$ cat src/rtl/wb_decode_mux_if.sv
// -----------------------------------------------------------------------------
// wb_decode_mux_if
//
// Bundle of the Wishbone classic signals around wb_decode_mux. It carries
// one master port (wbm_*) and NUM_SLAVES slave ports (wbs_*). Each slave
// vector is flat, and slot i sits at the same index as its MATCH_ADDR slot.
//
// Handshake (Wishbone classic): a request is valid while cyc & stb are
// high. The request must hold until exactly one of ack/err/rty is returned
// in the same cycle. The cycle in which a response is high completes the
// transfer. No separate ready signal exists: the response is the ready.
//
// Modports:
//   slave  : the decoder/mux itself. It is slave to the core's IO master.
//   master : the surrounding fabric (core request side plus peripheral
//            response side). It drives wbm_* requests and wbs_* responses.
// -----------------------------------------------------------------------------
interface wb_decode_mux_if #(
  parameter int NUM_SLAVES = 9
);
  // master request
  logic [31:0]               wbm_adr_i;
  logic [31:0]               wbm_dat_i;
  logic [3:0]                wbm_sel_i;
  logic                      wbm_we_i;
  logic                      wbm_cyc_i;
  logic                      wbm_stb_i;
  logic [2:0]                wbm_cti_i;
  logic [1:0]                wbm_bte_i;
  // master response
  logic [31:0]               wbm_dat_o;
  logic                      wbm_ack_o;
  logic                      wbm_err_o;
  logic                      wbm_rty_o;
  // slave requests
  logic [NUM_SLAVES*32-1:0]  wbs_adr_o;
  logic [NUM_SLAVES*32-1:0]  wbs_dat_o;
  logic [NUM_SLAVES*4-1:0]   wbs_sel_o;
  logic [NUM_SLAVES-1:0]     wbs_we_o;
  logic [NUM_SLAVES-1:0]     wbs_cyc_o;
  logic [NUM_SLAVES-1:0]     wbs_stb_o;
  logic [NUM_SLAVES*3-1:0]   wbs_cti_o;
  logic [NUM_SLAVES*2-1:0]   wbs_bte_o;
  // slave responses
  logic [NUM_SLAVES*32-1:0]  wbs_dat_i;
  logic [NUM_SLAVES-1:0]     wbs_ack_i;
  logic [NUM_SLAVES-1:0]     wbs_err_i;
  logic [NUM_SLAVES-1:0]     wbs_rty_i;

  modport slave (
    input  wbm_adr_i, wbm_dat_i, wbm_sel_i, wbm_we_i, wbm_cyc_i, wbm_stb_i,
           wbm_cti_i, wbm_bte_i,
    output wbm_dat_o, wbm_ack_o, wbm_err_o, wbm_rty_o,
    output wbs_adr_o, wbs_dat_o, wbs_sel_o, wbs_we_o, wbs_cyc_o, wbs_stb_o,
           wbs_cti_o, wbs_bte_o,
    input  wbs_dat_i, wbs_ack_i, wbs_err_i, wbs_rty_i
  );

  modport master (
    output wbm_adr_i, wbm_dat_i, wbm_sel_i, wbm_we_i, wbm_cyc_i, wbm_stb_i,
           wbm_cti_i, wbm_bte_i,
    input  wbm_dat_o, wbm_ack_o, wbm_err_o, wbm_rty_o,
    input  wbs_adr_o, wbs_dat_o, wbs_sel_o, wbs_we_o, wbs_cyc_o, wbs_stb_o,
           wbs_cti_o, wbs_bte_o,
    output wbs_dat_i, wbs_ack_i, wbs_err_i, wbs_rty_i
  );
endinterface

$ cat src/rtl/wb_decode_mux.sv
// -----------------------------------------------------------------------------
// wb_decode_mux
//
// 1-to-NUM_SLAVES Wishbone classic address decoder and mux for the SweRVolf
// IO bus. The decode is registered. A request seen in IDLE selects the
// lowest-index slave whose (adr & MASK) == ADDR. That slave sees cyc/stb
// from the next cycle on, and its response passes straight back to the
// master. An unmapped address gets a one-cycle err from the mux itself.
//
// Optional feature, enabled by defining WB_DECODE_MUX_TIMEOUT_EN:
// a per-transfer watchdog. It ends a transfer that stays in ACTIVE for
// TIMEOUT_CYCLES cycles with no response. The mux then returns err and
// drops the slave's cyc/stb in that cycle. When the macro is not defined,
// a slave that never responds stalls the bus.
//
// Ports:
//   wb_clk_i      : bus clock, rising edge
//   wb_rst_n_i    : synchronous active-low reset
//   bus           : wb_decode_mux_if.slave (master port + NUM_SLAVES slaves);
//                   the interface NUM_SLAVES must equal this module's
//   bus_err_o     : one-cycle pulse on every mux-generated error
//   bus_err_adr_o : address of the most recent mux-generated error
//   dbg_state_o   : FSM state (0 = IDLE, 1 = ACTIVE, 2 = ERR)
// -----------------------------------------------------------------------------
module wb_decode_mux #(
  parameter int                         NUM_SLAVES     = 9,
  parameter logic [NUM_SLAVES*32-1:0]   MATCH_ADDR     = '0,
  parameter logic [NUM_SLAVES*32-1:0]   MATCH_MASK     = '0,
  parameter int                         TIMEOUT_CYCLES = 1024
) (
  input  logic                  wb_clk_i,
  input  logic                  wb_rst_n_i,
  wb_decode_mux_if.slave        bus,
  output logic                  bus_err_o,
  output logic [31:0]           bus_err_adr_o,
  output logic [1:0]            dbg_state_o
);

  typedef enum logic [1:0] {
    S_IDLE   = 2'd0,
    S_ACTIVE = 2'd1,
    S_ERR    = 2'd2
  } state_t;

  state_t                  state_q, state_d;
  logic [NUM_SLAVES-1:0]   sel_q, sel_d;
  logic [31:0]             err_adr_q;

  logic [NUM_SLAVES-1:0]   hit;
  logic [NUM_SLAVES-1:0]   hit_first;
  logic [31:0]             sel_dat;
  logic                    slv_ack, slv_err, slv_rty, slv_resp;
  logic                    timeout;
  logic                    capture;
  logic [NUM_SLAVES-1:0]   cyc_out, stb_out;
  logic [31:0]             m_dat;
  logic                    m_ack, m_err, m_rty;

  // ---------------------------------------------------------------------------
  // Address match and priority. x & (~x + 1) keeps only the lowest set bit,
  // so the lowest index wins when address windows overlap.
  // ---------------------------------------------------------------------------
  always_comb begin
    hit = '0;
    for (int i = 0; i < NUM_SLAVES; i++) begin
      hit[i] = (bus.wbm_adr_i & MATCH_MASK[32*i +: 32]) == MATCH_ADDR[32*i +: 32];
    end
  end

  assign hit_first = hit & (~hit + NUM_SLAVES'(1));

  // Response from the latched slave only; the others are ignored.
  always_comb begin
    sel_dat = '0;
    for (int i = 0; i < NUM_SLAVES; i++) begin
      if (sel_q[i]) sel_dat = sel_dat | bus.wbs_dat_i[32*i +: 32];
    end
  end

  assign slv_ack  = |(bus.wbs_ack_i & sel_q);
  assign slv_err  = |(bus.wbs_err_i & sel_q);
  assign slv_rty  = |(bus.wbs_rty_i & sel_q);
  assign slv_resp = slv_ack | slv_err | slv_rty;

  // ---------------------------------------------------------------------------
  // Watchdog. The counter holds the number of ACTIVE cycles already spent
  // without a response. At TIMEOUT_CYCLES-1, the current cycle is the last
  // allowed one. A slave response in that same cycle still wins.
  // ---------------------------------------------------------------------------
`ifdef WB_DECODE_MUX_TIMEOUT_EN
  localparam logic [15:0] WD_LAST = 16'(TIMEOUT_CYCLES - 1);
  logic [15:0] wd_cnt_q;

  always_ff @(posedge wb_clk_i) begin
    if (!wb_rst_n_i) begin
      wd_cnt_q <= '0;
    end else if (state_q != S_ACTIVE) begin
      // Held at zero outside ACTIVE, so every transfer starts from zero.
      wd_cnt_q <= '0;
    end else if (!slv_resp) begin
      wd_cnt_q <= wd_cnt_q + 16'd1;
    end
  end

  // A master abort (cyc low) ends the transfer silently, even in the last cycle.
  assign timeout = (state_q == S_ACTIVE) && bus.wbm_cyc_i && !slv_resp &&
                   (wd_cnt_q == WD_LAST);
`else
  logic unused_timeout_cfg;
  assign unused_timeout_cfg = ^16'(TIMEOUT_CYCLES);
  assign timeout = 1'b0;
`endif

  // ---------------------------------------------------------------------------
  // FSM
  // ---------------------------------------------------------------------------
  always_ff @(posedge wb_clk_i) begin
    if (!wb_rst_n_i) begin
      state_q   <= S_IDLE;
      sel_q     <= '0;
      err_adr_q <= '0;
    end else begin
      state_q <= state_d;
      sel_q   <= sel_d;
      if (capture) err_adr_q <= bus.wbm_adr_i;
    end
  end

  always_comb begin
    state_d   = state_q;
    sel_d     = sel_q;
    cyc_out   = '0;
    stb_out   = '0;
    m_dat     = '0;
    m_ack     = 1'b0;
    m_err     = 1'b0;
    m_rty     = 1'b0;
    bus_err_o = 1'b0;
    capture   = 1'b0;

    case (state_q)
      S_IDLE: begin
        if (bus.wbm_cyc_i && bus.wbm_stb_i) begin
          if (|hit) begin
            sel_d   = hit_first;
            state_d = S_ACTIVE;
          end else begin
            state_d = S_ERR;
          end
        end
      end

      S_ACTIVE: begin
        if (timeout) begin
          m_err     = 1'b1;
          bus_err_o = 1'b1;
          capture   = 1'b1;
          state_d   = S_IDLE;
        end else begin
          cyc_out = sel_q & {NUM_SLAVES{bus.wbm_cyc_i}};
          stb_out = sel_q & {NUM_SLAVES{bus.wbm_stb_i}};
          m_dat   = sel_dat;
          m_ack   = slv_ack;
          m_err   = slv_err;
          m_rty   = slv_rty;
          if (slv_resp || !bus.wbm_cyc_i) state_d = S_IDLE;
        end
      end

      S_ERR: begin
        m_err     = 1'b1;
        bus_err_o = 1'b1;
        capture   = 1'b1;
        state_d   = S_IDLE;
      end

      default: state_d = S_IDLE;
    endcase
  end

  // ---------------------------------------------------------------------------
  // Outputs. Request fields go to every slave. Only cyc/stb are steered.
  // ---------------------------------------------------------------------------
  assign bus.wbs_adr_o = {NUM_SLAVES{bus.wbm_adr_i}};
  assign bus.wbs_dat_o = {NUM_SLAVES{bus.wbm_dat_i}};
  assign bus.wbs_sel_o = {NUM_SLAVES{bus.wbm_sel_i}};
  assign bus.wbs_we_o  = {NUM_SLAVES{bus.wbm_we_i}};
  assign bus.wbs_cti_o = {NUM_SLAVES{bus.wbm_cti_i}};
  assign bus.wbs_bte_o = {NUM_SLAVES{bus.wbm_bte_i}};
  assign bus.wbs_cyc_o = cyc_out;
  assign bus.wbs_stb_o = stb_out;

  assign bus.wbm_dat_o = m_dat;
  assign bus.wbm_ack_o = m_ack;
  assign bus.wbm_err_o = m_err;
  assign bus.wbm_rty_o = m_rty;

  assign bus_err_adr_o = err_adr_q;
  assign dbg_state_o   = state_q;

endmodule

$ cat src/flat_wrapper.sv
// flat-port wrapper written by rule: the top's interface ports become plain ports
module wb_decode_mux_flat 
#(
  parameter int                         NUM_SLAVES     = 9,
  parameter logic [NUM_SLAVES*32-1:0]   MATCH_ADDR     = '0,
  parameter logic [NUM_SLAVES*32-1:0]   MATCH_MASK     = '0,
  parameter int                         TIMEOUT_CYCLES = 1024
)
  (wb_clk_i, wb_rst_n_i, bus_err_o, bus_err_adr_o, dbg_state_o, bus_wbm_adr_i, bus_wbm_dat_i, bus_wbm_sel_i, bus_wbm_we_i, bus_wbm_cyc_i, bus_wbm_stb_i, bus_wbm_cti_i, bus_wbm_bte_i, bus_wbm_dat_o, bus_wbm_ack_o, bus_wbm_err_o, bus_wbm_rty_o, bus_wbs_adr_o, bus_wbs_dat_o, bus_wbs_sel_o, bus_wbs_we_o, bus_wbs_cyc_o, bus_wbs_stb_o, bus_wbs_cti_o, bus_wbs_bte_o, bus_wbs_dat_i, bus_wbs_ack_i, bus_wbs_err_i, bus_wbs_rty_i);
  wb_decode_mux_if #(.NUM_SLAVES(NUM_SLAVES)) bus_i ();
  input  logic wb_clk_i;
  input  logic wb_rst_n_i;
  output logic bus_err_o;
  output logic [31:0] bus_err_adr_o;
  output logic [1:0] dbg_state_o;
  input wire logic [$bits(bus_i.wbm_adr_i)-1:0] bus_wbm_adr_i;
  input wire logic [$bits(bus_i.wbm_dat_i)-1:0] bus_wbm_dat_i;
  input wire logic [$bits(bus_i.wbm_sel_i)-1:0] bus_wbm_sel_i;
  input wire logic [$bits(bus_i.wbm_we_i)-1:0] bus_wbm_we_i;
  input wire logic [$bits(bus_i.wbm_cyc_i)-1:0] bus_wbm_cyc_i;
  input wire logic [$bits(bus_i.wbm_stb_i)-1:0] bus_wbm_stb_i;
  input wire logic [$bits(bus_i.wbm_cti_i)-1:0] bus_wbm_cti_i;
  input wire logic [$bits(bus_i.wbm_bte_i)-1:0] bus_wbm_bte_i;
  output wire logic [$bits(bus_i.wbm_dat_o)-1:0] bus_wbm_dat_o;
  output wire logic [$bits(bus_i.wbm_ack_o)-1:0] bus_wbm_ack_o;
  output wire logic [$bits(bus_i.wbm_err_o)-1:0] bus_wbm_err_o;
  output wire logic [$bits(bus_i.wbm_rty_o)-1:0] bus_wbm_rty_o;
  output wire logic [$bits(bus_i.wbs_adr_o)-1:0] bus_wbs_adr_o;
  output wire logic [$bits(bus_i.wbs_dat_o)-1:0] bus_wbs_dat_o;
  output wire logic [$bits(bus_i.wbs_sel_o)-1:0] bus_wbs_sel_o;
  output wire logic [$bits(bus_i.wbs_we_o)-1:0] bus_wbs_we_o;
  output wire logic [$bits(bus_i.wbs_cyc_o)-1:0] bus_wbs_cyc_o;
  output wire logic [$bits(bus_i.wbs_stb_o)-1:0] bus_wbs_stb_o;
  output wire logic [$bits(bus_i.wbs_cti_o)-1:0] bus_wbs_cti_o;
  output wire logic [$bits(bus_i.wbs_bte_o)-1:0] bus_wbs_bte_o;
  input wire logic [$bits(bus_i.wbs_dat_i)-1:0] bus_wbs_dat_i;
  input wire logic [$bits(bus_i.wbs_ack_i)-1:0] bus_wbs_ack_i;
  input wire logic [$bits(bus_i.wbs_err_i)-1:0] bus_wbs_err_i;
  input wire logic [$bits(bus_i.wbs_rty_i)-1:0] bus_wbs_rty_i;
  assign bus_i.wbm_adr_i = bus_wbm_adr_i;
  assign bus_i.wbm_dat_i = bus_wbm_dat_i;
  assign bus_i.wbm_sel_i = bus_wbm_sel_i;
  assign bus_i.wbm_we_i = bus_wbm_we_i;
  assign bus_i.wbm_cyc_i = bus_wbm_cyc_i;
  assign bus_i.wbm_stb_i = bus_wbm_stb_i;
  assign bus_i.wbm_cti_i = bus_wbm_cti_i;
  assign bus_i.wbm_bte_i = bus_wbm_bte_i;
  assign bus_wbm_dat_o = bus_i.wbm_dat_o;
  assign bus_wbm_ack_o = bus_i.wbm_ack_o;
  assign bus_wbm_err_o = bus_i.wbm_err_o;
  assign bus_wbm_rty_o = bus_i.wbm_rty_o;
  assign bus_wbs_adr_o = bus_i.wbs_adr_o;
  assign bus_wbs_dat_o = bus_i.wbs_dat_o;
  assign bus_wbs_sel_o = bus_i.wbs_sel_o;
  assign bus_wbs_we_o = bus_i.wbs_we_o;
  assign bus_wbs_cyc_o = bus_i.wbs_cyc_o;
  assign bus_wbs_stb_o = bus_i.wbs_stb_o;
  assign bus_wbs_cti_o = bus_i.wbs_cti_o;
  assign bus_wbs_bte_o = bus_i.wbs_bte_o;
  assign bus_i.wbs_dat_i = bus_wbs_dat_i;
  assign bus_i.wbs_ack_i = bus_wbs_ack_i;
  assign bus_i.wbs_err_i = bus_wbs_err_i;
  assign bus_i.wbs_rty_i = bus_wbs_rty_i;
  wb_decode_mux #(.NUM_SLAVES(NUM_SLAVES), .MATCH_ADDR(MATCH_ADDR), .MATCH_MASK(MATCH_MASK), .TIMEOUT_CYCLES(TIMEOUT_CYCLES)) u_core (.wb_clk_i(wb_clk_i), .wb_rst_n_i(wb_rst_n_i), .bus(bus_i), .bus_err_o(bus_err_o), .bus_err_adr_o(bus_err_adr_o), .dbg_state_o(dbg_state_o));
endmodule
$ cat config.mk
export PLATFORM = sky130hd
export DESIGN_NAME = wb_decode_mux_flat
export DESIGN_NICKNAME = d
export VERILOG_FILES = /design/src/rtl/wb_decode_mux_if.sv /design/src/rtl/wb_decode_mux.sv /design/src/flat_wrapper.sv
export SDC_FILE = /design/constraint.sdc
export NUM_CORES = 1
export LEC_CHECK = 0
export ABC_AREA = 1
export CELL_PAD_IN_SITES_DETAIL_PLACEMENT = 0
export CELL_PAD_IN_SITES_GLOBAL_PLACEMENT = 1
export CORE_AREA = 2 2 443 445
export DETAILED_ROUTE_END_ITERATION = 10
export DIE_AREA = 0 0 445 447
export PLACE_DENSITY = 0.34
export SKIP_LAST_GASP = 1
export SLEW_MARGIN = 20
export SYNTH_ARGS = -nofsm -noshare
export SYNTH_HDL_FRONTEND = slang
export SYNTH_SLANG_ARGS = --single-unit
$ cat constraint.sdc
create_clock -name wb_clk_i -period 1.6 [get_ports wb_clk_i]
set_clock_uncertainty 0.05 [all_clocks]
set_input_delay 0.32 -clock wb_clk_i [delete_from_list [all_inputs] [get_ports wb_clk_i]]
set_output_delay 0.32 -clock wb_clk_i [all_outputs]
set_load 0.1 [all_outputs]
==> results.md <==
- The run finished, with violations left.
- The checks that failed: negative setup slack.
- In this design, the stage delay of the slowest critical-path cell is 0.38 ns.
- The number of distinct library cell variants in the gate-level netlist after synthesis is 11.
- In the post-synthesis netlist, the biggest area contributors are sky130_fd_sc_hd__buf_4 (93%), sky130_fd_sc_hd__inv_1 (2.5%), sky130_fd_sc_hd__nor2_1 (2.5%).
- The total clock sinks is 2.
- The number of hold buffers added after CTS was 0.
- The required time at the worst-slack endpoint is around 1.2 ns.
- Across the run, the number of max-cap violations was 0.
- The number of max-slew violations in the final report is 0.
- The post-route cell area is ~0.0055 sq mm.
- Setup violations remaining at the end of the flow were counted as 18.
- By instance count, the cell type seen most on the critical path is sky130_fd_sc_hd__buf_12.
- The number of instances in the synthesized netlist is 807.
- The combined global-route utilization of all metal layers is 0.0224.
- The number of port buffers is 76.
- The most frequent standard cell in the layout excluding fill and tap cells is sky130_fd_sc_hd__conb_1.
- The top cell types in the final layout, fill and taps aside, are sky130_fd_sc_hd__conb_1 (50), sky130_fd_sc_hd__buf_12 (41), sky130_fd_sc_hd__nor2_4 (37), sky130_fd_sc_hd__inv_1 (34), sky130_fd_sc_hd__clkdlybuf4s50_1 (29).
- The worst-case reg-to-reg path depth is 7.
- The worst setup path is captured at an output port.
- In this run the critical register-to-register path is launched from u_core.sel_q[0]$_SDFFE_PN0P_.
- The fmax is 593 MHz.
- The peak supply drop is around 0.00025 V.
- The destination of the worst register-to-register timing path is u_core.dbg_state_o[0]$_SDFFE_PN0P_.
- In the post-route analysis, the smallest setup slack over all paths is -0.0873 ns.
- Once layout is complete, the utilization of the core stands at 0.0282.
- The arrival time of the worst setup path is approximately 1.3 ns.
- The floorplan step set the die height to 447 microns.
- The clock insertion delay at the later pin of the skew report is roughly 0.22 ns.
- A synthesized cell averages 7.16 sq um.
- In the finished design, the share of the clock period the worst path needs comes to 1.05.
- The post-detailed-routing wire length is ~24 mm.
- In this run the worst path has a maximum fanout of 7.
- Setup repair after global routing could not meet its margin everywhere.
- The synthesis warning total is 0.
- Counting I/O delays and the setup requirement, the final critical path takes 1.69 ns.
- STA classifies the critical path startpoint as a flip-flop.
- The floorplan die width is roughly 450 microns.
- The signal on the critical path passes through nand2_8 -> buf_12 -> nor2_4 -> buf_12.
- The netlist area before placement is 0.00578 sq mm.
- The count of final hold-check violations came to 0.
- The reg2reg setup slack is 0.53 ns.
- The origin of the worst min-delay path is bus_wbm_cyc_i.
- In the final layout, the share of cells above drive strength 1 is 0.439.
- The worst hold path passes through 3 cells.
- The design draws 1.34 mW.
- The final route contains 1,542 vias.
- The net total in the final layout is 624.
- The number of global-route vias before repair is ~1,600.
- For this design the ratio of total power to cell area is 245 mW/mm^2.
- The top-area cell type share of the netlist area is 0.930.
- The synthesized design contains 2 register bits.
- The via density per instance is around 0.56.
- No sink is reached through more buffers than the 2 on the longest clock path.
- The number of buffers added by the clock tree synthesis step is 3.
- The starting DRC count in detailed routing is 38.
- After floorplanning, the core was sized to cover 0.194 sq mm.
- The sink of the worst hold path is u_core.dbg_state_o[0]$_SDFFE_PN0P_.
- The largest net degree at the start of global routing is 10.
- The slowest stage of the critical path is the sky130_fd_sc_hd__dfxtp_4 cell.
- CTS built an H-tree with a depth of 1.
- The global-route congestion overflow total is 0.
- The remaining antenna violation count is 0.
- After detailed routing, the average wire length per cell comes to 8.74 microns.
- The critical path is of the reg2out type.
- The pre-antenna-repair detailed-routing pass consisted of 4 iterations.
- The floorplan step defined a die boundary enclosing 0.199 sq mm.
- The TritonCTS clock tree is yes.
- 1,147 I/O pins were placed.
- The initial antenna violation count was 7.
- The placed instances occupy a cell area of around 0.0052 sq mm.
- The worst hold path belongs to the class in2reg.
- The floorplan row count is 162.
- The remaining design rule violation count is 0.
- The leakage power is 1.09 nW.
- Relative to the synthesized area, the layout overhead comes to -5.24%.
- After clock tree synthesis, the clock-pin slew on the worst setup and hold paths is 0.03 ns.
- Routability-driven placement finished with a final weighted congestion of 0.568.
- The wire length of the first global-routing pass is approximately 27 mm.
- The initial utilization of the core area, before any placement, comes to 0.0298.
- Clock tree synthesis selected as its root buffer the cell sky130_fd_sc_hd__clkbuf_16.
- The post-DP HPWL is 21.9 mm.
- The cell taking the most area after synthesis is sky130_fd_sc_hd__buf_4.
- The fraction of the yosys area taken by sequential cells is 0.00693.
critical path: cells and delay by family (launching register included):
kind          cells  cell delay, ns
flops             1            0.38
buf+inv           2            0.38
simple gates      2            0.31
layer usage:
layer	wire, microns	GRT usage	vias up	share of wire
met3	9160	0.0395	62	0.38
met1	2740	0.00757	463	0.11
li1	-	-	467	-
met2	11400	0.0369	546	0.47
met4	848	0.00796	4	0.035
met5	63	0.00147	-	0.0026
cell type report:
type / instances / area [sq um]
sequential: 2 / 47.5
inverter: 39 / 154
clock buffer: 4 / 78.8
fill: 23200 / 189000
timing repair buffer: 88 / 1320
antenna: 1 / 2.50
multi-input combinational: 97 / 689
tap: 2542 / 3180
synthesized netlist by cell type:
cell	count
sky130_fd_sc_hd__inv_1	39
sky130_fd_sc_hd__a21oi_1	2
sky130_fd_sc_hd__dfxtp_1	2
sky130_fd_sc_hd__nand2_1	3
sky130_fd_sc_hd__nand2_2	1
sky130_fd_sc_hd__nand3_1	1
sky130_fd_sc_hd__o21ai_0	1
sky130_fd_sc_hd__buf_6	3
sky130_fd_sc_hd__nor2_1	38
sky130_fd_sc_hd__buf_4	716
sky130_fd_sc_hd__conb_1	1
what timing repair did:
item / 4_1_cts / 5_1_grt
gates resized for setup: 27 / 5
gates cloned: 2 / 0
setup buffers: 3 / 0
setup endpoints to repair: 36 / 36
pin swaps: 7 / 6
sequential cells by signal, indices dropped and copies added, names as in the netlist:
| name | count |
|---|---|
| u_core.dbg_state_o | 1 |
| u_core.sel_q | 1 |
power breakdown:
part / total [mW] / leakage [nW] / internal, mW / switching [mW]
clock network: 0.391 / 0.0382 / 0.328 / 0.0624
logic: 0.889 / 1.04 / 0.168 / 0.721
registers: 0.0598 / 0.0178 / 0.0527 / 0.00716
cells by family after synthesis:
kind of cell    share of synthesized area
buf+inv                             0.961
flops                             0.00693
simple gates                       0.0286
other cells                      0.000649
compound gates                    0.00260
stage by stage:
stage	worst slack, ns	setup TNS [ns]	cells	hold slack, ns
finish	-0.0873	-0.277	2773	0.537
global route	-0.110	-1.81	2773	0.591
CTS	-0.0962	-0.911	2772	0.533
detailed placement	-0.184	-0.923	2763	0.593
global placement	-0.214	-0.961	2763	0.593
floorplan	-0.212	-5.68	856	0.392
worst max-delay path by stage:
stage	from	slack [ns]	end	cells past startpoint
global placement	bus_wbs_err_i[0]	-0.21	bus_wbm_err_o	4
floorplan	u_core.dbg_state_o[0]$_SDFFE_PN0P_	-0.21	bus_wbm_dat_o[0]	3
CTS	u_core.dbg_state_o[0]$_SDFFE_PN0P_	-0.1	bus_wbm_dat_o[17]	4
finish	u_core.dbg_state_o[0]$_SDFFE_PN0P_	-0.09	bus_wbm_dat_o[17]	4
detailed placement	bus_wbs_err_i[0]	-0.18	bus_wbm_err_o	4
global route	u_core.dbg_state_o[0]$_SDFFE_PN0P_	-0.11	bus_wbm_dat_o[17]	4
(Power assumes the default switching activity.)
